## src/rtl/cp_seq_pkg.sv

```systemverilog
// cp_seq_pkg: shared state encoding, opcodes and instruction field positions for the sequencer
package cp_seq_pkg;

   localparam int INSTR_W_DEF = 22;

   localparam logic [1:0] OP_LOAD  = 2'b00;
   localparam logic [1:0] OP_STORE = 2'b10;
   localparam logic [1:0] OP_SUM   = 2'b11;

   localparam int OP_MSB   = 21;
   localparam int OP_LSB   = 20;
   localparam int DATA_MSB = 19;
   localparam int DATA_LSB = 12;
   localparam int MAT_MSB  = 11;
   localparam int MAT_LSB  = 10;
   localparam int ROW_MSB  = 9;
   localparam int ROW_LSB  = 7;
   localparam int COL_MSB  = 6;
   localparam int COL_LSB  = 4;
   localparam int SIZE_MSB = 3;
   localparam int SIZE_LSB = 0;

   localparam logic [2:0] ST_IDLE   = 3'd0;
   localparam logic [2:0] ST_FETCH  = 3'd1;
   localparam logic [2:0] ST_ISSUE  = 3'd2;
   localparam logic [2:0] ST_WAIT   = 3'd3;
   localparam logic [2:0] ST_HOLD   = 3'd4;
   localparam logic [2:0] ST_FINISH = 3'd5;
   localparam logic [2:0] ST_ERR    = 3'd6;

   typedef enum logic [2:0] {
      S_IDLE   = ST_IDLE,
      S_FETCH  = ST_FETCH,
      S_ISSUE  = ST_ISSUE,
      S_WAIT   = ST_WAIT,
      S_HOLD   = ST_HOLD,
      S_FINISH = ST_FINISH,
      S_ERR    = ST_ERR
   } state_e;

endpackage

```

## src/rtl/cp_prog_mem.sv

```systemverilog
// cp_prog_mem: DEPTH x W program RAM with synchronous write and a registered, enabled read port
module cp_prog_mem import cp_seq_pkg::*; #(
   parameter int W = INSTR_W_DEF,
   parameter int DEPTH = 16,
   localparam int AW = $clog2(DEPTH)
) (
   input  logic          clk,
   input  logic          rst,
   input  logic          we_i,
   input  logic [AW-1:0] wa_i,
   input  logic [W-1:0]  wd_i,
   input  logic          re_i,
   input  logic [AW-1:0] ra_i,
   output logic [W-1:0]  rd_o
);

   logic [W-1:0] mem [DEPTH];

   always_ff @(posedge clk)
      if (we_i) mem[wa_i] <= wd_i;

   // The read register doubles as the instruction bus, so it only loads when asked
   always_ff @(posedge clk or posedge rst)
      if (rst) rd_o <= '0;
      else if (re_i) rd_o <= mem[ra_i];

endmodule

```

## src/rtl/cp_instr_sequencer.sv

```systemverilog
// cp_instr_sequencer: issues a stored program one instruction per coprocessor completion
// Optional single-step mode (HOLD state, step edge detect) enabled by defining CP_SINGLE_STEP_EN.
module cp_instr_sequencer import cp_seq_pkg::*; #(
   parameter int INSTR_W = INSTR_W_DEF,
   parameter int DEPTH = 16,
   parameter int TIMEOUT = 1023,
   localparam int AW = $clog2(DEPTH),
   localparam int CW = AW + 1,
   localparam int TW = $clog2(TIMEOUT + 1)
) (
   input  logic               clk,
   input  logic               rst,
   input  logic               prog_we,
   input  logic [INSTR_W-1:0] prog_data,
   input  logic               prog_clr,
   output logic               prog_full,
   input  logic               run,
   input  logic               abort,
   input  logic               step,
   output logic [INSTR_W-1:0] cp_instr,
   output logic               cp_start,
   input  logic               cp_done,
   output logic               busy,
   output logic               done,
   output logic               err,
   output logic [AW-1:0]      pc
);

   state_e        state_q, state_d;
   logic [AW-1:0] pc_q, pc_d;
   logic [CW-1:0] count_q, count_d;
   logic [TW-1:0] tmo_q, tmo_d;
   logic          err_q, err_d;
   logic          busy_q, start_q, done_q;
   logic          idle, last, wr_en, rd_en;

   assign idle      = state_q == S_IDLE;
   assign last      = {1'b0, pc_q} == count_q - 1'b1;
   assign prog_full = count_q == CW'(DEPTH);
   assign wr_en     = idle && !abort && !prog_clr && prog_we && !prog_full;
   assign rd_en     = state_q == S_FETCH && !abort;

`ifdef CP_SINGLE_STEP_EN
   logic step_q, step_pulse;
   always_ff @(posedge clk or posedge rst)
      if (rst) step_q <= 1'b0;
      else step_q <= step;
   assign step_pulse = step && !step_q;
`else
   logic unused_step;
   assign unused_step = step;
`endif

   cp_prog_mem #(.W(INSTR_W), .DEPTH(DEPTH)) u_mem (
      .clk  (clk),
      .rst  (rst),
      .we_i (wr_en),
      .wa_i (count_q[AW-1:0]),
      .wd_i (prog_data),
      .re_i (rd_en),
      .ra_i (pc_q),
      .rd_o (cp_instr)
   );

   always_comb begin
      state_d = state_q;
      pc_d    = pc_q;
      count_d = count_q;
      tmo_d   = tmo_q;
      err_d   = err_q;
      if (abort) state_d = S_IDLE;
      else
         case (state_q)
            S_IDLE, S_ERR: begin
               if (idle && prog_clr) count_d = '0;
               else if (wr_en) count_d = count_q + 1'b1;
               if (run) begin
                  err_d = 1'b0;
                  if (count_q == '0) state_d = S_FINISH;
                  else begin
                     pc_d    = '0;
                     state_d = S_FETCH;
                  end
               end
            end
            S_FETCH: state_d = S_ISSUE;
            // The ISSUE cycle counts as the first timeout cycle
            S_ISSUE: begin
               tmo_d   = TW'(1);
               state_d = S_WAIT;
            end
            S_WAIT:
               if (cp_done) begin
                  if (last) state_d = S_FINISH;
                  else begin
`ifdef CP_SINGLE_STEP_EN
                     state_d = S_HOLD;
`else
                     pc_d    = pc_q + 1'b1;
                     state_d = S_FETCH;
`endif
                  end
               end else if (tmo_q == TW'(TIMEOUT - 1)) begin
                  err_d   = 1'b1;
                  state_d = S_ERR;
               end else tmo_d = tmo_q + 1'b1;
`ifdef CP_SINGLE_STEP_EN
            S_HOLD:
               if (step_pulse) begin
                  pc_d    = pc_q + 1'b1;
                  state_d = S_FETCH;
               end
`endif
            default: state_d = S_IDLE;
         endcase
   end

   always_ff @(posedge clk or posedge rst)
      if (rst) begin
         state_q <= S_IDLE;
         pc_q    <= '0;
         count_q <= '0;
         tmo_q   <= '0;
         err_q   <= 1'b0;
         busy_q  <= 1'b0;
         start_q <= 1'b0;
         done_q  <= 1'b0;
      end else begin
         state_q <= state_d;
         pc_q    <= pc_d;
         count_q <= count_d;
         tmo_q   <= tmo_d;
         err_q   <= err_d;
         busy_q  <= !(state_d inside {S_IDLE, S_ERR});
         start_q <= state_d == S_ISSUE;
         done_q  <= state_d == S_FINISH;
      end

   assign cp_start = start_q;
   assign done     = done_q;
   assign busy     = busy_q;
   assign err      = err_q;
   assign pc       = pc_q;

endmodule

```

## config.mk

```make
export PLATFORM = sky130hd
export DESIGN_NAME = cp_instr_sequencer
export DESIGN_NICKNAME = d
export VERILOG_FILES = /design/src/rtl/cp_seq_pkg.sv /design/src/rtl/cp_prog_mem.sv /design/src/rtl/cp_instr_sequencer.sv
export SDC_FILE = /design/constraint.sdc
export NUM_CORES = 1
export LEC_CHECK = 0
export CELL_PAD_IN_SITES_DETAIL_PLACEMENT = 1
export CELL_PAD_IN_SITES_GLOBAL_PLACEMENT = 1
export CORE_MARGIN = 2
export CORE_UTILIZATION = 57
export CTS_BUF_LIST = sky130_fd_sc_hd__clkbuf_4 sky130_fd_sc_hd__clkbuf_8 sky130_fd_sc_hd__clkbuf_16
export CTS_CLUSTER_DIAMETER = 100
export DETAILED_ROUTE_END_ITERATION = 16
export PLACE_DENSITY = 0.9
export SLEW_MARGIN = 5
export SYNTH_ARGS = -nofsm -noshare
export SYNTH_HDL_FRONTEND = slang
export SYNTH_SLANG_ARGS = --single-unit
```

## constraint.sdc

```tcl
create_clock -name clk -period 4.35 [get_ports clk]
set_clock_uncertainty 0.1 [all_clocks]
set_input_delay 0.6525 -clock clk [delete_from_list [all_inputs] [get_ports clk]]
set_output_delay 0.6525 -clock clk [all_outputs]
set_load 0.02 [all_outputs]
```

# After elaboration in Yosys (flattened, before gate mapping)
# Memory sizes are Yosys's and may differ from the RTL's. A register that Yosys moved wholly into a read port is not among the register bits.
# Index checks and enable logic that the tools add are counted.
[totals] regBits=26 ram_bits=352 in_bits=30 out_inout_bits=31 word_cells=76 n_memories=1
[op_classes] addsub=4 eq_ne=17 muxes=23 n_bitwise=1 reduce_logical=22
[mem_list] name="u_mem.mem" depth=16 word_bits=22 rd=1 rd_clocked_by_memory_dff=1 wr=1 line="cp_prog_mem.sv:17" text="logic [W-1:0] mem [DEPTH];"
[ops] operator="10-bit two-way mux" count=2
[ops] operator="10-bit one-hot mux with 2 select lines" count=1
[ops] operator="3-bit two-way mux" count=6
[ops] operator="4-bit two-way mux" count=4
[ops] operator="2-bit inequality test (second input constant)" count=7
[ops] operator="3-bit one-hot mux with 4 select lines" count=1
[ops] operator="10-bit by 1-bit adder with 10-bit output (second input constant)" count=1
[ops] operator="10-bit equality test (second input constant)" count=1
[ops] operator="5-bit two-way mux" count=2
[ops] operator="3-bit by 2-bit equality test with 1-bit output (second input constant)" count=3
[ops] operator="3-bit equality test (second input constant)" count=3
[ops] operator="4-bit one-hot mux with 2 select lines" count=1
[ops] operator="2-bit nonzero test" count=4
[ops] operator="1-bit logical AND" count=6
[ops] operator="3-bit logical NOT" count=2
[ops] operator="6-bit AND reduction" count=1
[ops] operator="5-bit by 1-bit adder with 5-bit output (second input constant)" count=1
[ops] operator="4-bit by 5-bit equality test with 1-bit output" count=1
[ops] operator="5-bit equality test (second input constant)" count=1
[ops] operator="5-bit logical NOT" count=1
[ops] operator="1-bit two-way mux" count=5
[ops] operator="5-bit AND reduction" count=1
[ops] operator="5-bit by 1-bit subtractor with 5-bit output (second input constant)" count=1
[ops] operator="4-bit by 1-bit adder with 4-bit output (second input constant)" count=1
[ops] operator="other kinds (7)" count=10

# Longest topological paths before layout
# Gate-level depths: netlist of the first run.
[logic_depth] ltp_word=9 ltp_mapped=8 depth_no_buf=7

# Hierarchy
# A second synthesis of the first run with hierarchy kept.
[unflattened] hier_cells=783 area_unflattened_um2=16014.1
[modules_own_cells] module="cp_prog_mem" instances=1 cells_each=610 area_per_inst_um2=14415.1 seq_area_each_um2=11120.7
[modules_own_cells] module="cp_instr_sequencer" instances=1 cells_each=173 area_per_inst_um2=1599.0 seq_area_each_um2=650.6

# Worst setup path after synthesis of the first run
# OpenSTA, ideal clock, no wires.
[synth_timing] path_type="input -> register" from="input abort" to="memory u_mem.mem[13][0] in the netlist's numbering (enable)" setup_time_ps=401 t_arrival_ps=2383 t_required_ps=3849 setup_slack_ps=1467 path_stages=4 path_buffers=0 path_cell_list="or4_4 nor2_4 nand3_4 nor2_1"
[synth_between] elab_chain_cells=7
[synth_lines] element="start, declared" line="cp_instr_sequencer.sv:18" text="input logic abort,"
[synth_lines] element="1-bit logical NOT" line="cp_instr_sequencer.sv:40" text="assign wr_en = idle && !abort && !prog_clr && prog_we && !prog_full;"
[synth_lines] element="1-bit logical AND (4 in series)" line="cp_instr_sequencer.sv:40"
[synth_lines] element="1-bit two-way mux" line="cp_prog_mem.sv:20" text="if (we_i) mem[wa_i] <= wd_i;"
[synth_lines] element="1-bit two-way mux (not written as such)" line="cp_prog_mem.sv:20"
[synth_lines] element="end, declared" line="cp_prog_mem.sv:17"
# No other way between the ends.

# Worst setup path after layout of the first run
[layout_timing] from="register count_q[0]" to="output prog_full"
[layout_between] elab_chain_cells=1
[layout_lines] element="start, declared" line="cp_instr_sequencer.sv:31" text="logic [CW-1:0] count_q, count_d;"
[layout_lines] element="start signal, assigned" line="cp_instr_sequencer.sv:131" text="count_q <= count_d;"
[layout_lines] element="5-bit equality test" line="cp_instr_sequencer.sv:39" text="assign prog_full = count_q == CW'(DEPTH);"
[layout_lines] element="end, declared" line="cp_instr_sequencer.sv:16" text="output logic prog_full,"
# No other way between the ends.

==> results.md, run 1 <==
- The run finished with clean final reports.
- The routed via count divided by cell count is 6.579.
- The die height is 172.3 um.
- CTS saw 400 sinks.
- The total setup violations reported at the end of the flow is 0.
- The final critical path time including I/O delays and setup is 3.263 ns.
- At the later pin of the worst-skew pair, clock insertion delay measures 0.54 ns.
- In this run the tightest slew margin relative to its limit is 23.90%.
- The main flop type after synthesis is sky130_fd_sc_hd__edfxtp_1.
- The final critical path takes up 75.01% of the cycle.
- The endpoint arrival time on the critical path is 2.51 ns.
- The synthesized net count is 960.
- The tool flagged a number of max-cap violations equal to 0.
- The reported leakage power is 6.058 nW.
- The routability-driven placement congestion ratio is 0.7773.
- Counting instances in the post-synthesis netlist gives the leading cell types as sky130_fd_sc_hd__edfxtp_1 (352), sky130_fd_sc_hd__mux2i_1 (66), sky130_fd_sc_hd__dfrtp_1 (48).
- TritonCTS built the clock tree.
- Derived from the worst setup path, the maximum achievable clock frequency is 306.5 MHz.
- The final route contains 9329 vias.
- Ranked by total cell area, the synthesized netlist is headed by sky130_fd_sc_hd__edfxtp_1 (65%), sky130_fd_sc_hd__dfrtp_1 (7.4%), sky130_fd_sc_hd__mux4_2 (6.1%).
- The total negative slack for setup checks is 0 ns.
- The detailed-routing iteration count for the pre-antenna-repair pass is 5.
- The critical path class is reg -> out.
- The clock tree root buffer cell is sky130_fd_sc_hd__clkbuf_16.
- The number of primary I/O pins is 61.
- The final layout contains routed wiring with a total length of 44.22 mm.
- The HPWL after detailed placement is 23.57 mm.
- The number of failing hold endpoints at the final stage is 0.
- In this run the worst path has a maximum fanout of 7.
- The die extent in x is 172.3 um.
- The number of antenna violations at the first check in global routing was 0.
- In the final layout, the share of cells above drive strength 1 is 19.33%.
- The most common cell in the synthesized netlist is sky130_fd_sc_hd__edfxtp_1.
- The CTS buffer count is 41.
- The number of setup buffers added after CTS is 0.
- The final-layout fill cell count is 2343.
- The area growth from synthesis to layout is 15.11%.
- The max-slew violation count was 0.
- Counting flops with an async set or reset pin after synthesis yields a share of 12.00%.
- The final total power is 10.55 mW.
- The slew at the pin closest to its max-slew limit is 1.142 ns.
- Setup repair after global routing left no endpoint under its margin.
- The via count of the first global-routing pass is 10190.
- Summing the sequential cell areas from Yosys gives 72.88% of the chip area.
- The count of flip-flops with a built-in enable after synthesis is 352.
- The H-tree generated during clock tree synthesis spans 2 levels.
- The path class of the tightest hold or removal check is reg -> reg.
- 0 antenna diodes ended up in the layout.
- Synthesis produced a netlist whose cell count is 923.
- The total core area is 27860 sq um.
- The post-synthesis register bit count is 400.
- The final net count is 1045.
- The die covers 29700 sq um.
- After detailed routing, the average wire length per cell comes to 31.19 um.
- The share of the synthesized area in the top cell type is 65.44%.
- The clock-pin slew of the registers on the worst-case setup and hold paths is 0.06 ns.
- The total of buffers placed on input and output ports is 59.
- The effective utilization at floorplan is 57.98%.
- The critical path required time is 3.60 ns.
- The total overflow left after global routing is 0.
- The mean cell area of the mapped netlist is 17.50 sq um.
- The area of the mapped netlist is 16150 sq um.
- The count of nets left with antenna violations once routing finished came out at 0.
- The floorplan has 61 rows.
- The cell area power density is 567.6 nW/um^2.
- Entering global routing, the biggest net connects 61 pins.
- After clock tree synthesis, the repair step resized 0 gates.
- The total of hold buffers inserted after clock tree synthesis is 0.
- The global-route wire length before repair is 65.41 mm.
- The largest buffer count on any clock path is 3.
- The largest voltage drop on the vdd net is 0.0004090 V.
- The detailed router finished its first iteration with 989 violations.
- After detailed routing, the number of remaining DRC violations is 0.
- The type of destination of the critical path is an output pin.
- The cell type contributing the most total cell area after synthesis is sky130_fd_sc_hd__edfxtp_1.
- Yosys printed 0 warnings.
- Synthesis instantiated 59 different standard cells from the library.
- Global routing consumed, over all layers together, 30.74% of the routing resources.
- The worst setup path is launched from a register.
==> logic make-up (layout without fill, tap and decap cells) <==
family | Yosys count | after routing | share of synthesized area [%]
mux | 156 | 156 | 13.43
buf+inv | 62 | 179 | 1.797
xor+xnor | 15 | 15 | 0.8133
fa+ha+maj | 8 | 8 | 0.6042
simple gates | 138 | 138 | 4.540
compound gates | 144 | 144 | 5.934
flops | 400 | 400 | 72.88
==> routing by layer <==
layer / track usage (%) / part of all wire [%] / up-vias
li1: - / - / 3833
met5: 0 / 0 / -
met1: 40.10 / 38 / 4828
met3: 5.470 / 7.4 / 153
met4: 15.49 / 5.2 / 0
met2: 50.24 / 49 / 515
==> final cells by class <==
class                   instances  area [sq um]  share of cell area [%]
well taps                     378         473.0                   2.544
repair buffers                 89         840.8                   4.522
flip-flops and latches        400         11780                   63.36
clock buffers                  57          1176                   6.326
multi-input cells             461          4100                   22.05
clock inverters                18         166.4                  0.8950
inverters                      15         56.30                  0.3028
==> worst max-delay path, stage by stage (launching register included) <==
cell and delay, ns:
sky130_fd_sc_hd__dfrtp_1 0.45, sky130_fd_sc_hd__inv_1 0.17, sky130_fd_sc_hd__ha_1 0.35, sky130_fd_sc_hd__and4bb_2 0.37, sky130_fd_sc_hd__clkdlybuf4s50_1 0.64
==> per-stage QoR <==
| stage | area [sq um] | utilization, % | instances | hold slack [ns] | setup WS, ns |
|---|---|---|---|---|---|
| 2_1_floorplan | 16150 | - | 923 | 0.4031 | 1.467 |
| 3_3_place_gp | 17250 | 61.92 | 1343 | 0.3810 | 1.058 |
| 3_5_place_dp | 17250 | 61.92 | 1343 | 0.4002 | 0.9447 |
| 4_1_cts | 18590 | 66.74 | 1418 | 0.4153 | 1.069 |
| 5_1_grt | 18590 | 66.74 | 1418 | 0.4216 | 0.9910 |
| 6_report | 18590 | 66.74 | 1418 | 0.4137 | 1.087 |
==> final timing paths <==
kind / startpoint / end / slack (ns) / cells after the start
worst min-delay path: err / err / 0.41 / 1
worst max register to register: state_q[2] / u_mem.rd_o[19] / 1.38 / 6
max in group asynchronous: rst / u_mem.rd_o[18] / 2.76 / 3
worst max-delay path: count_q[0] / prog_full / 1.09 / 4
worst min register to register: err / err / 0.41 / 1
min in group asynchronous: rst / tmo_q[6] / 0.53 / 2
==> power by group <==
group | internal [mW] | total [mW] | switching (mW)
registers | 4.36 | 4.64 | 0.287
logic | 1.08 | 2.36 | 1.27
clock network | 2.07 | 3.55 | 1.48
total | 7.51 | 10.6 | 3.04
==> flip-flops by register name, indices dropped and copies added, names as in the netlist <==
register / flops
u_mem.mem: 352
u_mem.rd_o: 22
tmo_q: 10
count_q: 5
pc: 4
state_q: 3
busy: 1
cp_start: 1
done: 1
err: 1
==> placed cells by master (no fill, tap or decap), types with 4 or more instances in the layout <==
| cell type | n |
|---|---|
| sky130_fd_sc_hd__clkdlybuf4s50_1 | 59 |
| sky130_fd_sc_hd__nor2_2 | 4 |
| sky130_fd_sc_hd__xor2_1 | 5 |
| sky130_fd_sc_hd__nand4_1 | 4 |
| sky130_fd_sc_hd__inv_1 | 14 |
| sky130_fd_sc_hd__a21oi_1 | 29 |
| sky130_fd_sc_hd__edfxtp_1 | 352 |
| sky130_fd_sc_hd__ha_1 | 7 |
| sky130_fd_sc_hd__nor2_1 | 19 |
| sky130_fd_sc_hd__a2111oi_0 | 4 |
| sky130_fd_sc_hd__mux2i_1 | 66 |
| sky130_fd_sc_hd__o21ai_0 | 26 |
| sky130_fd_sc_hd__a22oi_1 | 22 |
| sky130_fd_sc_hd__clkbuf_4 | 13 |
| sky130_fd_sc_hd__and3_1 | 5 |
| sky130_fd_sc_hd__nand2_1 | 38 |
| sky130_fd_sc_hd__nand3_1 | 29 |
| sky130_fd_sc_hd__buf_4 | 28 |
| sky130_fd_sc_hd__and2_1 | 11 |
| sky130_fd_sc_hd__a21boi_0 | 22 |
| sky130_fd_sc_hd__o211ai_1 | 25 |
| sky130_fd_sc_hd__nand2b_1 | 4 |
| sky130_fd_sc_hd__clkinv_1 | 10 |
| sky130_fd_sc_hd__xnor2_1 | 10 |
| sky130_fd_sc_hd__clkbuf_16 | 42 |
| sky130_fd_sc_hd__mux4_2 | 44 |
| sky130_fd_sc_hd__mux2_2 | 46 |
| sky130_fd_sc_hd__dfrtp_1 | 45 |
Power figures use the tool's default switching activity.
==> run 2, diff against run 1 <==
--- a/config.mk
+++ b/config.mk
@@ -8,11 +8,11 @@
 export CELL_PAD_IN_SITES_DETAIL_PLACEMENT = 1
 export CELL_PAD_IN_SITES_GLOBAL_PLACEMENT = 1
 export CORE_MARGIN = 2
-export CORE_UTILIZATION = 57
+export CORE_UTILIZATION = 53
 export CTS_BUF_LIST = sky130_fd_sc_hd__clkbuf_4 sky130_fd_sc_hd__clkbuf_8 sky130_fd_sc_hd__clkbuf_16
 export CTS_CLUSTER_DIAMETER = 100
 export DETAILED_ROUTE_END_ITERATION = 16
-export PLACE_DENSITY = 0.9
+export PLACE_DENSITY = 0.85
 export SLEW_MARGIN = 5
 export SYNTH_ARGS = -nofsm -noshare
 export SYNTH_HDL_FRONTEND = slang
==> constraint.sdc (replaced) <==
create_clock -name clk -period 3.3 [get_ports clk]
set_clock_uncertainty 0.1 [all_clocks]
set_input_delay 0.495 -clock clk [delete_from_list [all_inputs] [get_ports clk]]
set_output_delay 0.495 -clock clk [all_outputs]
set_load 0.02 [all_outputs]
==> run 2 against run 1 <==
  * Power rose by 33%
  * Worst setup slack got worse by 0.84 ns
  * Register-to-register slack got worse by 0.70 ns
  * Non-clock buffer count rose by 7
  * Global-route usage fell by 3.2 points
  * Sequential power rose by 31%
  * Highest routed layer unchanged
  * Wire length fell by 4.0%
==> results.md, run 2 (synthesis gave the netlist of run 1 again) <==
- The clock period could shrink to 3.050 ns.
- In the final layout, the registers with the most flip-flops are u_mem.mem: 352 flops, u_mem.rd_o: 22 flops, tmo_q: 10 flops.
- The critical path class is reg -> out.
- CTS placed an instance of sky130_fd_sc_hd__clkbuf_16 at the clock tree root.
- The number of placement rows was 63 (+3.3%).
- The minimum setup slack among reg-to-reg paths is 0.68 ns (-0.70 ns).
- The routability-driven placement congestion ratio was 0.7999 (+2.9%).
- The startpoint kind of the worst setup timing path is a register.
- The final standard cell area without fillers came to 18900 sq um (+1.6%).
- The number of levels the H-tree was split into came to 2 (unchanged).
- The run finished with clean final reports.
- The slew at the pin closest to its max-slew limit came to 0.7983 ns (-0.3432 ns).
- The routed length per placed instance was 29.51 um (-5.4%).
- The largest voltage drop on the vdd net is 0.0005116 V (+25%).
- The die height is 178.6 um (+3.6%).
- The final worst hold slack was 0.1708 ns (-0.2429 ns).
- The total of buffers placed on input and output ports is 59 (unchanged).
- The largest fanout on the critical path is 7 (unchanged).
- Static timing analysis puts the maximum clock frequency at 327.8 MHz.
- The worst reg-to-reg path cell count came to 6 (unchanged).
- The CTS buffer count is 41 (unchanged).
- The final net count is 1052 (+0.67%).
- The max-slew violation count was 0 (unchanged).
- The area after detailed placement was 17490 sq um (+1.4%).
- The overall track demand over capacity in global routing came to 27.53% (-3.2 points).
- The die extent in x is 178.6 um (+3.6%).
- The number of remaining DRC errors is 0 (unchanged).
- The global-route wire length before repair is 63.34 mm (-3.2%).
- The worst slack at placement was 0.3805 ns (-0.5642 ns).
- The clock latency at the later pin of the worst-skew pair came to 0.53 ns (about the same).
- The path class of the tightest hold or removal check is in -> async.
- The total core area is 29800 sq um (+7.0%).
- The final-layout fill cell count was 2580 (+10%).
- The final clock period utilization by the worst path is 92.43%.
- The total length of routed wires was 42.43 mm (-4.0%).
- The endpoint arrival time on the critical path is 2.46 ns (-0.05 ns).
- The flip-flop count of the largest register, all copies and words added is 352 (unchanged).
- The number of antenna violations at the first check in global routing was 1 (+1).
- The largest buffer count on any clock path is 3 (unchanged).
- The final worst slack is 0.2498 ns (-0.8372 ns).
- The post-CTS setup-driven buffer insertion count is 0 (unchanged).
- The sequential cell area is 11780 sq um (unchanged).
- The reported leakage power is 6.160 nW (+1.7%).
- The number of failing hold endpoints at the final stage is 0 (unchanged).
- The fraction of final layout cells with drive strength greater than 1 is 20.34% (+1.0 points).
- The effective utilization at floorplan came to 54.21% (-3.8 points).
- The remaining max-slew budget at the tightest pin is 45.41% (+22 points).
- The critical path required time is 2.70 ns (-0.90 ns).
- The total of hold buffers inserted after clock tree synthesis is 0 (unchanged).
- The maximum number of pins on one net before global-route repair is 94 (+54%).
- The cell area power density is 742.5 nW/um^2 (+31%).
- In the layout the commonest cells are sky130_fd_sc_hd__edfxtp_1 (352), sky130_fd_sc_hd__mux2i_1 (66), sky130_fd_sc_hd__clkdlybuf4s50_1 (59).
- The HPWL after detailed placement was 22.92 mm (-2.8%).
- The total setup violations reported at the end of the flow is 0 (unchanged).
- The routed via count divided by cell count was 6.328 (-3.8%).
- Traced cell by cell, the critical path runs through inv_1 > ha_1 > and4bb_2 > clkdlybuf4s50_1.
- The CTS tree is done.
- The total number of clock tree sinks came to 400 (unchanged).
- The delay of the slowest cell on the worst path came to 0.62 ns (-0.02 ns).
- u_mem.mem holds more flip-flops than any other register.
- The worst setup path is captured at an output pin.
- The detailed-routing iteration count for the pre-antenna-repair pass was 7 (+2).
- The final global-route overflow total was 0 (unchanged).
- The total negative slack for setup checks was 0 ns (unchanged).
- Setup repair after global routing left no endpoint under its margin.
- The number of nets with antenna violations after routing is 0 (unchanged).
- The count of cells resized by post-cts repair was 0 (unchanged).
- The clock-pin slew of the registers on the worst-case setup and hold paths came to 0.06 ns (about the same).
- The multi-input logic area was 4100 sq um (unchanged).
- The most common cell after layout, fill and taps aside is sky130_fd_sc_hd__edfxtp_1.
- Among all stages on the critical path, the largest delay is contributed by sky130_fd_sc_hd__clkdlybuf4s50_1.
- The routed via count is 9099 (-2.5%).
- The area growth from synthesis to layout is 16.99%.
- The via count of the first global-routing pass is 9877 (-3.1%).
- The number of primary I/O pins is 61 (unchanged).
- The full die area is 31890 sq um (+7.4%).
- The max-capacitance violation count is 0 (unchanged).
- The number of DRC violations after detailed-routing iteration 0 was 808 (-18%).
-- run 2: cell count changes in the layout (fill, tap and decap cells not counted), sizes merged --
cell / delta
diode: +1
clkinvlp: +1
bufinv: +2
buf: +7
inv: +2
clkbuf: -5
-- run 2: report_power, final --
group / internal, mW / switching, mW / leakage (nW)
Clock: 2.87 / 1.93 / 0.697
Sequential: 5.74 / 0.325 / 3.79
Combinational: 1.48 / 1.68 / 1.67
-- run 2: per-layer routing --
metal | global-route usage (%) | vias up | share of wire, %
met4 | 11.31 | 0 | 3.7
met2 | 46.80 | 399 | 51
met5 | 0 | - | 0
li1 | - | 3850 | -
met1 | 35.33 | 4741 | 39
met3 | 4.625 | 109 | 6.1
-- run 2: path summary, 6_finish.rpt --
kind / from / endpoint
setup / recovery: count_q[0] / prog_full
hold / removal: rst / tmo_q[5]
setup reg to reg: state_q[1] / u_mem.mem[11][10]
hold reg to reg: err / err
max in group asynchronous: rst / pc[2]
min in group clk: err / err
-- run 2: through the flow --
stage	cells	power (mW)	utilization, %
after detailed placement	1362	9.248	58.71
after floorplan	923	8.167	-
final	1438	14.03	63.42
after CTS	1437	14.13	63.41
after global routing	1438	14.53	63.42
after global placement	1362	9.095	58.71
-- run 2: area by class of cell --
cell class / instances / share of cell area, %
timing repair buffer: 96 / 5.655
sequential: 400 / 62.34
inverter: 15 / 0.2980
antenna: 1 / 0.01324
clock buffer: 52 / 6.085
clock inverter: 23 / 1.324
tap: 390 / 2.582
multi-input combinational: 461 / 21.70
-- run 2: worst max-delay path, delay by kind of cell (launching register included) --
family	cells	cell delay, ns
buf+inv	2	0.78
flops	1	0.46
simple gates	1	0.35
fa+ha+maj	1	0.34
==> run 3, diff against run 2 <==
--- a/config.mk
+++ b/config.mk
@@ -10,10 +10,11 @@
 export CORE_MARGIN = 2
 export CORE_UTILIZATION = 53
 export CTS_BUF_LIST = sky130_fd_sc_hd__clkbuf_4 sky130_fd_sc_hd__clkbuf_8 sky130_fd_sc_hd__clkbuf_16
-export CTS_CLUSTER_DIAMETER = 100
+export CTS_CLUSTER_DIAMETER = 60
 export DETAILED_ROUTE_END_ITERATION = 16
 export PLACE_DENSITY = 0.85
 export SLEW_MARGIN = 5
 export SYNTH_ARGS = -nofsm -noshare
 export SYNTH_HDL_FRONTEND = slang
 export SYNTH_SLANG_ARGS = --single-unit
+export TNS_END_PERCENT = 50
==> results of run 3 <==
The final DEF is identical to that of run 2; final timing and power are the same.
